File: src/rtl/imem_loader_pkg.sv
// Shared types and constants for the instruction-memory loader.
// Frame layout: sync byte, 16-bit little-endian word count, then packed data bytes.
package imem_loader_pkg;

   localparam int BYTE_W         = 8;
   localparam int WORD_W         = 32;
   localparam int BYTES_PER_WORD = WORD_W / BYTE_W;
   localparam int LEN_W          = 16;

   localparam logic [BYTE_W-1:0] DEFAULT_SYNC_BYTE = 8'hA5;

   typedef enum logic [2:0] {
      S_IDLE   = 3'd0,
      S_LEN_LO = 3'd1,
      S_LEN_HI = 3'd2,
      S_DATA   = 3'd3,
      S_WRITE  = 3'd4,
      S_CSUM   = 3'd5,
      S_DONE   = 3'd6,
      S_ERR    = 3'd7
   } state_t;

   // States in which the loader is willing to take a byte from the source.
   function automatic logic accepts_bytes(input state_t s);
      return (s == S_IDLE) || (s == S_LEN_LO) || (s == S_LEN_HI) ||
             (s == S_DATA) || (s == S_CSUM);
   endfunction

endpackage

File: src/rtl/imem_loader_word_assembler.sv
// Collects four bytes into a little-endian 32-bit word; byte k lands in bits [8k+7:8k].
// word_rdy flags the cycle the fourth byte is taken; the full word is visible one cycle later.
module word_assembler
   import imem_loader_pkg::*;
(
   input  logic              clk,
   input  logic              rst,
   input  logic              byte_valid,
   input  logic [BYTE_W-1:0] byte_data,
   output logic [WORD_W-1:0] word,
   output logic              word_rdy
);

   logic [1:0]        cnt_reg;
   logic [1:0]        cnt_next;
   logic [WORD_W-1:0] word_reg;
   logic [WORD_W-1:0] word_next;

   genvar gi;
   generate
      for (gi = 0; gi < BYTES_PER_WORD; gi++) begin : g_lane
         assign word_next[gi*BYTE_W +: BYTE_W] =
            (byte_valid && (cnt_reg == 2'(gi))) ? byte_data : word_reg[gi*BYTE_W +: BYTE_W];
      end
   endgenerate

   assign cnt_next = byte_valid ? cnt_reg + 2'd1 : cnt_reg;

   always_ff @(posedge clk) begin
      if (rst) begin
         cnt_reg  <= '0;
         word_reg <= '0;
      end else begin
         cnt_reg  <= cnt_next;
         word_reg <= word_next;
      end
   end

   assign word     = word_reg;
   assign word_rdy = byte_valid && (cnt_reg == 2'd3);

endmodule

File: src/rtl/imem_loader.sv
// Framed byte-stream loader for the riscv instruction memory; holds the core in reset
// until the image is written. Optional trailing XOR checksum: define IMEM_LOADER_CSUM_EN.
module imem_loader
   import imem_loader_pkg::*;
#(
   parameter int                ADDR_W    = 8,
   parameter int                BASE_ADDR = 0,
   parameter logic [BYTE_W-1:0] SYNC_BYTE = DEFAULT_SYNC_BYTE
) (
   input  logic              clk,
   input  logic              rst,
   input  logic              in_valid,
   input  logic [BYTE_W-1:0] in_data,
   output logic              in_ready,
   output logic              imem_we,
   output logic [ADDR_W-1:0] imem_addr,
   output logic [WORD_W-1:0] imem_wdata,
   output logic              cpu_rst,
   output logic              done,
   output logic              err
);

   // Largest word count that still fits between BASE_ADDR and the top of memory.
   localparam logic [LEN_W:0] MAX_WORDS = (LEN_W+1)'((2**ADDR_W) - BASE_ADDR);

   state_t            state_reg;
   state_t            state_next;
   logic [BYTE_W-1:0] len_lo_reg;
   logic [BYTE_W-1:0] len_lo_next;
   logic [LEN_W-1:0]  len_reg;
   logic [LEN_W-1:0]  len_next;
   logic [LEN_W:0]    idx_reg;
   logic [LEN_W:0]    idx_next;
   logic [BYTE_W-1:0] csum_reg;
   logic [BYTE_W-1:0] csum_next;

   logic              xfer;
   logic              asm_valid;
   logic              asm_word_rdy;
   logic [WORD_W-1:0] asm_word;
   logic [LEN_W-1:0]  len_cand;
   logic [LEN_W:0]    idx_inc;

   assign in_ready  = accepts_bytes(state_reg);
   assign xfer      = in_valid && in_ready;
   assign asm_valid = xfer && (state_reg == S_DATA);
   assign len_cand  = {in_data, len_lo_reg};
   assign idx_inc   = idx_reg + 1'b1;

   word_assembler u_word_assembler (
      .clk        (clk),
      .rst        (rst),
      .byte_valid (asm_valid),
      .byte_data  (in_data),
      .word       (asm_word),
      .word_rdy   (asm_word_rdy)
   );

   always_ff @(posedge clk) begin
      if (rst) begin
         state_reg  <= S_IDLE;
         len_lo_reg <= '0;
         len_reg    <= '0;
         idx_reg    <= '0;
         csum_reg   <= '0;
      end else begin
         state_reg  <= state_next;
         len_lo_reg <= len_lo_next;
         len_reg    <= len_next;
         idx_reg    <= idx_next;
         csum_reg   <= csum_next;
      end
   end

   always_comb begin
      state_next  = state_reg;
      len_lo_next = len_lo_reg;
      len_next    = len_reg;
      idx_next    = idx_reg;
      csum_next   = csum_reg;

      case (state_reg)
         S_IDLE: begin
            if (xfer && (in_data == SYNC_BYTE)) state_next = S_LEN_LO;
         end
         S_LEN_LO: begin
            if (xfer) begin
               len_lo_next = in_data;
               state_next  = S_LEN_HI;
            end
         end
         S_LEN_HI: begin
            if (xfer) begin
               len_next = len_cand;
               if (len_cand == '0) begin
`ifdef IMEM_LOADER_CSUM_EN
                  state_next = S_CSUM;
`else
                  state_next = S_DONE;
`endif
               end else if ({1'b0, len_cand} > MAX_WORDS) begin
                  state_next = S_ERR;
               end else begin
                  state_next = S_DATA;
               end
            end
         end
         S_DATA: begin
            if (xfer) csum_next = csum_reg ^ in_data;
            if (asm_word_rdy) state_next = S_WRITE;
         end
         S_WRITE: begin
            idx_next = idx_inc;
            if (idx_inc == {1'b0, len_reg}) begin
`ifdef IMEM_LOADER_CSUM_EN
               state_next = S_CSUM;
`else
               state_next = S_DONE;
`endif
            end else begin
               state_next = S_DATA;
            end
         end
         S_CSUM: begin
            if (xfer) state_next = (in_data == csum_reg) ? S_DONE : S_ERR;
         end
         S_DONE:  state_next = S_DONE;
         S_ERR:   state_next = S_ERR;
         default: state_next = S_IDLE;
      endcase
   end

   assign imem_we    = (state_reg == S_WRITE);
   assign imem_addr  = ADDR_W'(BASE_ADDR) + idx_reg[ADDR_W-1:0];
   assign imem_wdata = asm_word;
   assign done       = (state_reg == S_DONE);
   assign err        = (state_reg == S_ERR);
   assign cpu_rst    = (state_reg != S_DONE);

endmodule

File: config.mk
export PLATFORM = sky130hd
export DESIGN_NAME = imem_loader
export DESIGN_NICKNAME = d
export VERILOG_FILES = /design/src/rtl/imem_loader_pkg.sv /design/src/rtl/imem_loader_word_assembler.sv /design/src/rtl/imem_loader.sv
export SDC_FILE = /design/constraint.sdc
export NUM_CORES = 1
export LEC_CHECK = 0
export BUFFER_PORTS_ARGS = -buffer_cell sky130_fd_sc_hd__buf_2
export CORE_MARGIN = 2
export CORE_UTILIZATION = 45
export CTS_BUF_LIST = sky130_fd_sc_hd__clkbuf_4 sky130_fd_sc_hd__clkbuf_8
export CTS_CLUSTER_SIZE = 25
export DETAILED_ROUTE_END_ITERATION = 12
export PLACE_DENSITY = 0.68
export SLEW_MARGIN = 40
export SYNTH_ARGS = -nofsm -noshare
export SYNTH_HDL_FRONTEND = slang
export SYNTH_SLANG_ARGS = --single-unit
export TNS_END_PERCENT = 10
File: constraint.sdc
create_clock -name clk -period 2.89 [get_ports clk]
set_clock_uncertainty 0.15 [all_clocks]
set_input_delay 0.867 -clock clk [delete_from_list [all_inputs] [get_ports clk]]
set_output_delay 0.867 -clock clk [all_outputs]
set_load 0.01 [all_outputs]
==> results of run 1 <==
-- how the worst max path moves through the flow --
stage | from | endpoint | cells past startpoint
floorplan | in_data[4] | state_reg[0]$_SDFFE_PP0P_ | 7
global placement | in_data[3] | state_reg[0]$_SDFFE_PP0P_ | 7
detailed placement | in_data[3] | state_reg[0]$_SDFFE_PP0P_ | 7
CTS | state_reg[2]$_SDFFE_PP0P_ | imem_we | 4
global route | idx_reg[0]$_SDFFE_PP0P_ | state_reg[0]$_SDFFE_PP0P_ | 7
finish | state_reg[2]$_SDFFE_PP0P_ | imem_we | 4
-- placed cells by master, fill, tap and decap left out, drive strengths merged, types with 8 or more instances in the layout --
| master | n |
|---|---|
| nor3 | 13 |
| nor2 | 35 |
| clkbuf | 9 |
| nand2 | 98 |
| dfxtp | 86 |
| inv | 13 |
| nand3 | 35 |
| xnor2 | 25 |
| nand4 | 11 |
| a21oi | 54 |
| nor4 | 8 |
| o21ai | 8 |
| mux2i | 11 |
| buf | 67 |
| xor2 | 23 |
-- cell families (layout without fill, tap and decap cells) --
family | after synthesis | in the layout
xor gates and xnor gates | 48 | 48
AOI/OAI and AO/OA | 84 | 84
buffers and inverters | 55 | 92
muxes | 11 | 11
adders and majority gates | 6 | 6
and+or+nand+nor | 232 | 232
DFF | 86 | 86
-- critical path, delay by kind of cell, from the launching register on --
family	cells	cell delay (ns)
DFF	1	0.49
and+or+nand+nor	2	0.35
buffers and inverters	2	0.34
-- Yosys cell counts, types with 2 or more instances --
| cell | instances | area [um2] |
|---|---|---|
| a211oi_1 | 4 | 30.0 |
| a21oi_1 | 54 | 270 |
| and3_1 | 3 | 18.8 |
| buf_2 | 9 | 45.0 |
| buf_4 | 9 | 67.6 |
| buf_6 | 2 | 22.5 |
| clkbuf_1 | 24 | 90.1 |
| dfxtp_1 | 86 | 1720 |
| ha_1 | 6 | 75.1 |
| inv_1 | 8 | 30.0 |
| mux2i_1 | 11 | 110 |
| nand2_1 | 98 | 368 |
| nand2b_1 | 2 | 12.5 |
| nand3_1 | 33 | 165 |
| nand4_1 | 9 | 56.3 |
| nand4_2 | 2 | 25.0 |
| nand4b_1 | 3 | 26.3 |
| nor2_1 | 34 | 128 |
| nor2b_1 | 5 | 31.3 |
| nor3_1 | 12 | 60.1 |
| nor3b_1 | 2 | 15.0 |
| nor4_1 | 4 | 25.0 |
| nor4_2 | 4 | 50.1 |
| o21ai_0 | 8 | 40.0 |
| or3_1 | 7 | 43.8 |
| or4_1 | 4 | 30.0 |
| xnor2_1 | 25 | 219 |
| xor2_1 | 23 | 201 |
-- final cells by class --
cell class | instances | area (um2) | share of cell area (%)
timing repair buffer | 67 | 390 | 8.20
clock inverter | 7 | 88.8 | 1.87
sequential | 86 | 1720 | 36.2
multi-input combinational | 381 | 2260 | 47.5
clock buffer | 9 | 124 | 2.60
inverter | 9 | 33.8 | 0.710
tap | 111 | 139 | 2.92
-- power groups by stage --
stage               sequential, mW  combinational (mW)  clock, mW
floorplan                     1.24               0.129          0
global placement              1.25               0.169          0
detailed placement            1.25               0.170          0
CTS                           1.22               0.170      0.940
global route                  1.23               0.187      0.992
finish                        1.22               0.169      0.915
-- layer usage --
metal,vias up,routed length (um)
met2,77,4740
met1,1705,4780
met4,0,210
li1,1839,-
met5,-,0
met3,18,439
-- through the flow --
stage	worst slack (ns)	instances	cell area [um2]	util, %
finish	0.336	670	4760	51.7
global route	0.128	670	4760	51.7
CTS	0.310	670	4760	51.7
detailed placement	0.239	654	4550	49.4
global placement	0.285	654	4550	49.4
floorplan	0.316	522	4250	-
==> run metrics, run 1 <==
status=finished, final reports clean; area delta synth->final=12.0%; worst hold path type=reg2reg; number of DRC markers in iteration 0=207; PwrDens=485 nW/um2; routed len/inst=15.2 um; first-pass GRT wire length=16800 um; hold path endpoint=u_word_assembler.word[10]$_SDFFE_PP0P_; Fmax=392 MHz; ant diodes=0; synthesized area per cell=8.14 um2; r2r startpoint=idx_reg[0]$_SDFFE_PP0P_; busiest layer in global routing=met2; vias in the first global route=3445; Post-Syn Area=4250 um2; number of buffers created by CTS=9; syn_nets=539; Mapped Cells=522; Worst Path Required=1.87 ns; routed vias=3639; final setup violation count=0; Worst path slowest cell=dfxtp_1; Post-Synth Adder-Cell Area=1.77%; crit path kind=reg2out; DRC Markers=0; met3 GRT Util=4.42%; max cap viols=0; Detailed Route WL=10200 um; GR Util met1=27.4%; vias per std cell=5.43; layout cell share with drive strength beyond 1=18.1%; setup bufs post-CTS=0; number of flops mapped to enable cells by yosys=0; GPL Wtd Cong=0.847; clk slew on worst S/H paths=0.10 ns; port buffer count=55; Synth warnings=0; Pint=1.69 mW; Worst setup EP type=output pin; Worst Tran Pin Value=0.648 ns; Tot GR Track Use=20.8%; Seq pwr share=53.0%; root buffer cell=clkbuf_8; sw power=0.620 mW; CTS Sinks=86; largest net degree at the start of global routing=39; Switching Fraction=26.9%; Resize count post-CTS=0; FF+latch count, synth=86; Post-Synth XOR/XNOR Area=9.90%; ys flop type=dfxtp_1; mux contribution to synthesized area=2.59%; Die Wd=101 um; Compound-Gate Fraction of Synth Area=11.9%; number of library cell types mapped by synthesis=59; Max clock buf depth=2; die area=10200 um2; starting density of the core=46.2%; initial antenna violation count=0; met2 global-route usage=33.6%; max FFs per register=32; Final Max Tran Viols=0; hold path start=u_word_assembler.word[10]$_SDFFE_PP0P_; slew margin rel.=56.8%; H-tree levels=3; CTS tree=yes; sequential fraction of the synthesis area=40.5%; Die Height=101 um; Hold Vio Cnt, Final=0; Hold Crit Depth=2; final worst path period share=88.4%; share of flip-flops with an asynchronous set or reset=0%; detailed placement HPWL=7400 um; # nets final=571; Pwr Total=2.31 mW; # IOs=56; combinational power share=7.3%; Tmin final=2.55 ns; antenna viol nets, final=0; Peak VDD IR=0.295 mV; simple-gate share of the synthesized area=27.0%; reg2reg setup slack=0.36 ns; largest family of logic cells by synthesized area=simple AND/OR/NAND/NOR gates; Clk Latency, worst-skew pair=0.36 ns; Rows=35; Hold Worst Slack=0.306 ns; Initial DRT Pass Iterations=4; LEAKAGE=1.76 nW; worst r2r dst=state_reg[0]$_SDFFE_PP0P_; CP max stage delay=0.49 ns; core footprint=9200 um2; worst-path maximum fanout=9; critical-path cell list=and2b_1 > nand2_1 > inv_1 > buf_2; fillers=902; clock share of power=39.7%; TNS Setup=0 ns; hold_buf cts=0; RSZ-0062 raised after global routing=no; Arr. time, crit path=1.54 ns; Startpoint Class=flip-flop; gr ovfl total=0; R2R depth=7
Power figures use the tool's default switching activity.
==> inputs of run 2 (changes only) <==
--- a/config.mk
+++ b/config.mk
@@ -5,10 +5,12 @@
 export SDC_FILE = /design/constraint.sdc
 export NUM_CORES = 1
 export LEC_CHECK = 0
+export ABC_AREA = 1
 export BUFFER_PORTS_ARGS = -buffer_cell sky130_fd_sc_hd__buf_2
+export CAP_MARGIN = 5
 export CORE_MARGIN = 2
 export CORE_UTILIZATION = 45
-export CTS_BUF_LIST = sky130_fd_sc_hd__clkbuf_4 sky130_fd_sc_hd__clkbuf_8
+export CTS_BUF_LIST = sky130_fd_sc_hd__clkbuf_2
 export CTS_CLUSTER_SIZE = 25
 export DETAILED_ROUTE_END_ITERATION = 12
 export PLACE_DENSITY = 0.68
==> run 2 against run 1 <==
  * First-iteration DRC count rose by 11%
  * Synthesized cell count increased by 16%
  * Routed wire length grew 0.65%
==> run metrics, run 2 <==
ys flop type=dfxtp_1; final worst path period share=93.8%; Arr. time, crit path=1.69 ns; root buffer cell=clkbuf_2; Worst Path Required=1.87 ns; clock share of power=34.2%; R2R depth=13; r2r startpoint=idx_reg[0]$_SDFFE_PP0P_; GPL Wtd Cong=0.878; Clk Latency, worst-skew pair=0.55 ns; Worst Tran Pin Value=0.535 ns; largest net degree at the start of global routing=49; Fmax=369 MHz; max FFs per register=32; H-tree levels=3; largest area contributor in the netlist=dfxtp_1; hold path start=len_reg[0]$_SDFFE_PP0P_; sequential fraction of the synthesis area=40.6%; hold_buf cts=0; slew margin rel.=64.3%; CTS tree=yes; number of DRC markers in iteration 0=230; Mapped Cells=605; CTS Sinks=86; FF+latch count, synth=86; most common cell after layout, fill and taps aside=nand2_1; Final Max Tran Viols=0; DRC Markers=0; PwrDens=415 nW/um2; Place WS=0.319 ns; Hold Vio Cnt, Final=0; antenna viol nets, final=0; clk slew on worst S/H paths=0.23 ns; synthesized area per cell=7.00 um2; Worst setup EP type=output pin; die area=10200 um2; Post-Syn Area=4240 um2; most frequent cells in the layout=123 x nand2_1, 86 x dfxtp_1, 74 x a21oi_1, 63 x nand3_1, 62 x inv_1; Detailed Route WL=10200 um; sw power=0.501 mW; Max clock buf depth=2; Peak VDD IR=0.232 mV; Rows=35; status=finished, final reports clean; detailed placement HPWL=7190 um; vias in the first global route=3516; routed len/inst=13.6 um; core footprint=9200 um2; max cap viols=0; Pint=1.42 mW; ant diodes=0; Multi-input gate area=2090 um2; Seq pwr share=62.1%; worst-path maximum fanout=7; Die Wd=101 um; # IOs=56; commonest cells in the netlist=123 x nand2_1, 86 x dfxtp_1, 74 x a21oi_1, 63 x nand3_1, 62 x inv_1; TNS Setup=0 ns; Initial DRT Pass Iterations=5; Startpoint Class=flip-flop; Resize count post-CTS=0; Switching Fraction=26.1%; number of flops mapped to enable cells by yosys=0; worst r2r dst=state_reg[2]$_SDFFE_PP0P_; number of buffers created by CTS=9; most frequent cell after synthesis=nand2_1; syn_nets=622; first-pass GRT wire length=16900 um; starting density of the core=46.1%; largest cells by area after synthesis=dfxtp_1 41%, nand2_1 11%, a21oi_1 8.7%; reg2reg setup slack=0.61 ns; Tmin final=2.71 ns; fin worst setup slack=0.178 ns; LEAKAGE=1.94 nW; worst hold path type=reg2reg; vias per std cell=5.25; number of library cell types mapped by synthesis=31; combinational power share=3.7%; crit path from=state_reg[1]$_SDFFE_PP0P_; gr ovfl total=0; port buffer count=55; # nets final=653; setup bufs post-CTS=0; crit path kind=reg2out; routed vias=3951; area delta synth->final=9.19%; layout cell share with drive strength beyond 1=14.5%; final setup violation count=0; Seq. cell area=1720 um2; initial antenna violation count=0; share of flip-flops with an asynchronous set or reset=0%; RSZ-0062 raised after global routing=no; Die Height=101 um; Setup crit end=imem_we; Tot GR Track Use=20.7%; fillers=916; Synth warnings=0; top-area cell type share of the netlist area=40.6%
run 2: cell count changes in the layout (fill, tap and decap cells not counted), moves of 11 or more:
cell / delta
nand2_1: +25
inv_1: +54
nor2_1: +14
xnor2_1: -22
xor2_1: -11
mux2i_1: -11
nand3_1: +30
a21oi_1: +20
o21ai_0: +38
run 2: worst min-delay path by stage:
stage,to,slack [ns],cells past startpoint
final,len_reg[0]$_SDFFE_PP0P_,0.33,2
after global routing,u_word_assembler.word[4]$_SDFFE_PP0P_,0.34,2
after CTS,len_reg[0]$_SDFFE_PP0P_,0.33,2
after detailed placement,u_word_assembler.word[4]$_SDFFE_PP0P_,0.30,2
after global placement,u_word_assembler.word[4]$_SDFFE_PP0P_,0.30,2
after floorplan,len_reg[0]$_SDFFE_PP0P_,0.29,2
run 2: cell families after synthesis:
| kind of cell | share of synthesized area, % |
|---|---|
| simple gates | 27.4 |
| compound gates | 16.0 |
| fa+ha+maj | 1.77 |
| buf+inv | 10.1 |
| xor+xnor | 4.02 |
| flops | 40.6 |
run 2: stage by stage:
stage	total power, mW	cells	utilization (%)	instance area, um2	hold slack, ns
floorplan	1.26	605	-	4240	0.285
global placement	1.28	736	48.9	4500	0.298
detailed placement	1.28	736	48.9	4500	0.302
CTS	1.93	752	50.3	4620	0.329
global route	2.01	752	50.3	4620	0.340
finish	1.92	752	50.3	4620	0.326
run 2: area by class of cell:
class | count | area share (%)
clock inverter | 7 | 1.73
tap | 111 | 3.00
multi-input combinational | 416 | 45.1
clock buffer | 9 | 0.974
inverter | 62 | 5.03
sequential | 86 | 37.2
timing repair buffer | 61 | 6.93
run 2: power groups by stage:
stage               registers [mW]  logic [mW]  clock network [mW]
global route                  1.19      0.0759               0.738
CTS                           1.19      0.0692               0.673
detailed placement            1.21      0.0690                   0
global placement              1.21      0.0682                   0
finish                        1.19      0.0703               0.656
floorplan                     1.21      0.0448                   0
run 2: critical path, stage by stage, from the launching register on:
cell     delay [ns]
dfxtp_1        0.42
nor2_1         0.15
inv_1          0.10
nor2_1         0.29
buf_2          0.20
run 2: per-layer routing:
layer | global-route usage (%) | part of all wire [%] | up-vias
li1 | - | - | 2032
met1 | 28.0 | 48 | 1800
met2 | 33.7 | 46 | 101
met3 | 4.16 | 4.3 | 18
met4 | 5.82 | 1.5 | 0
met5 | 0 | 0 | -
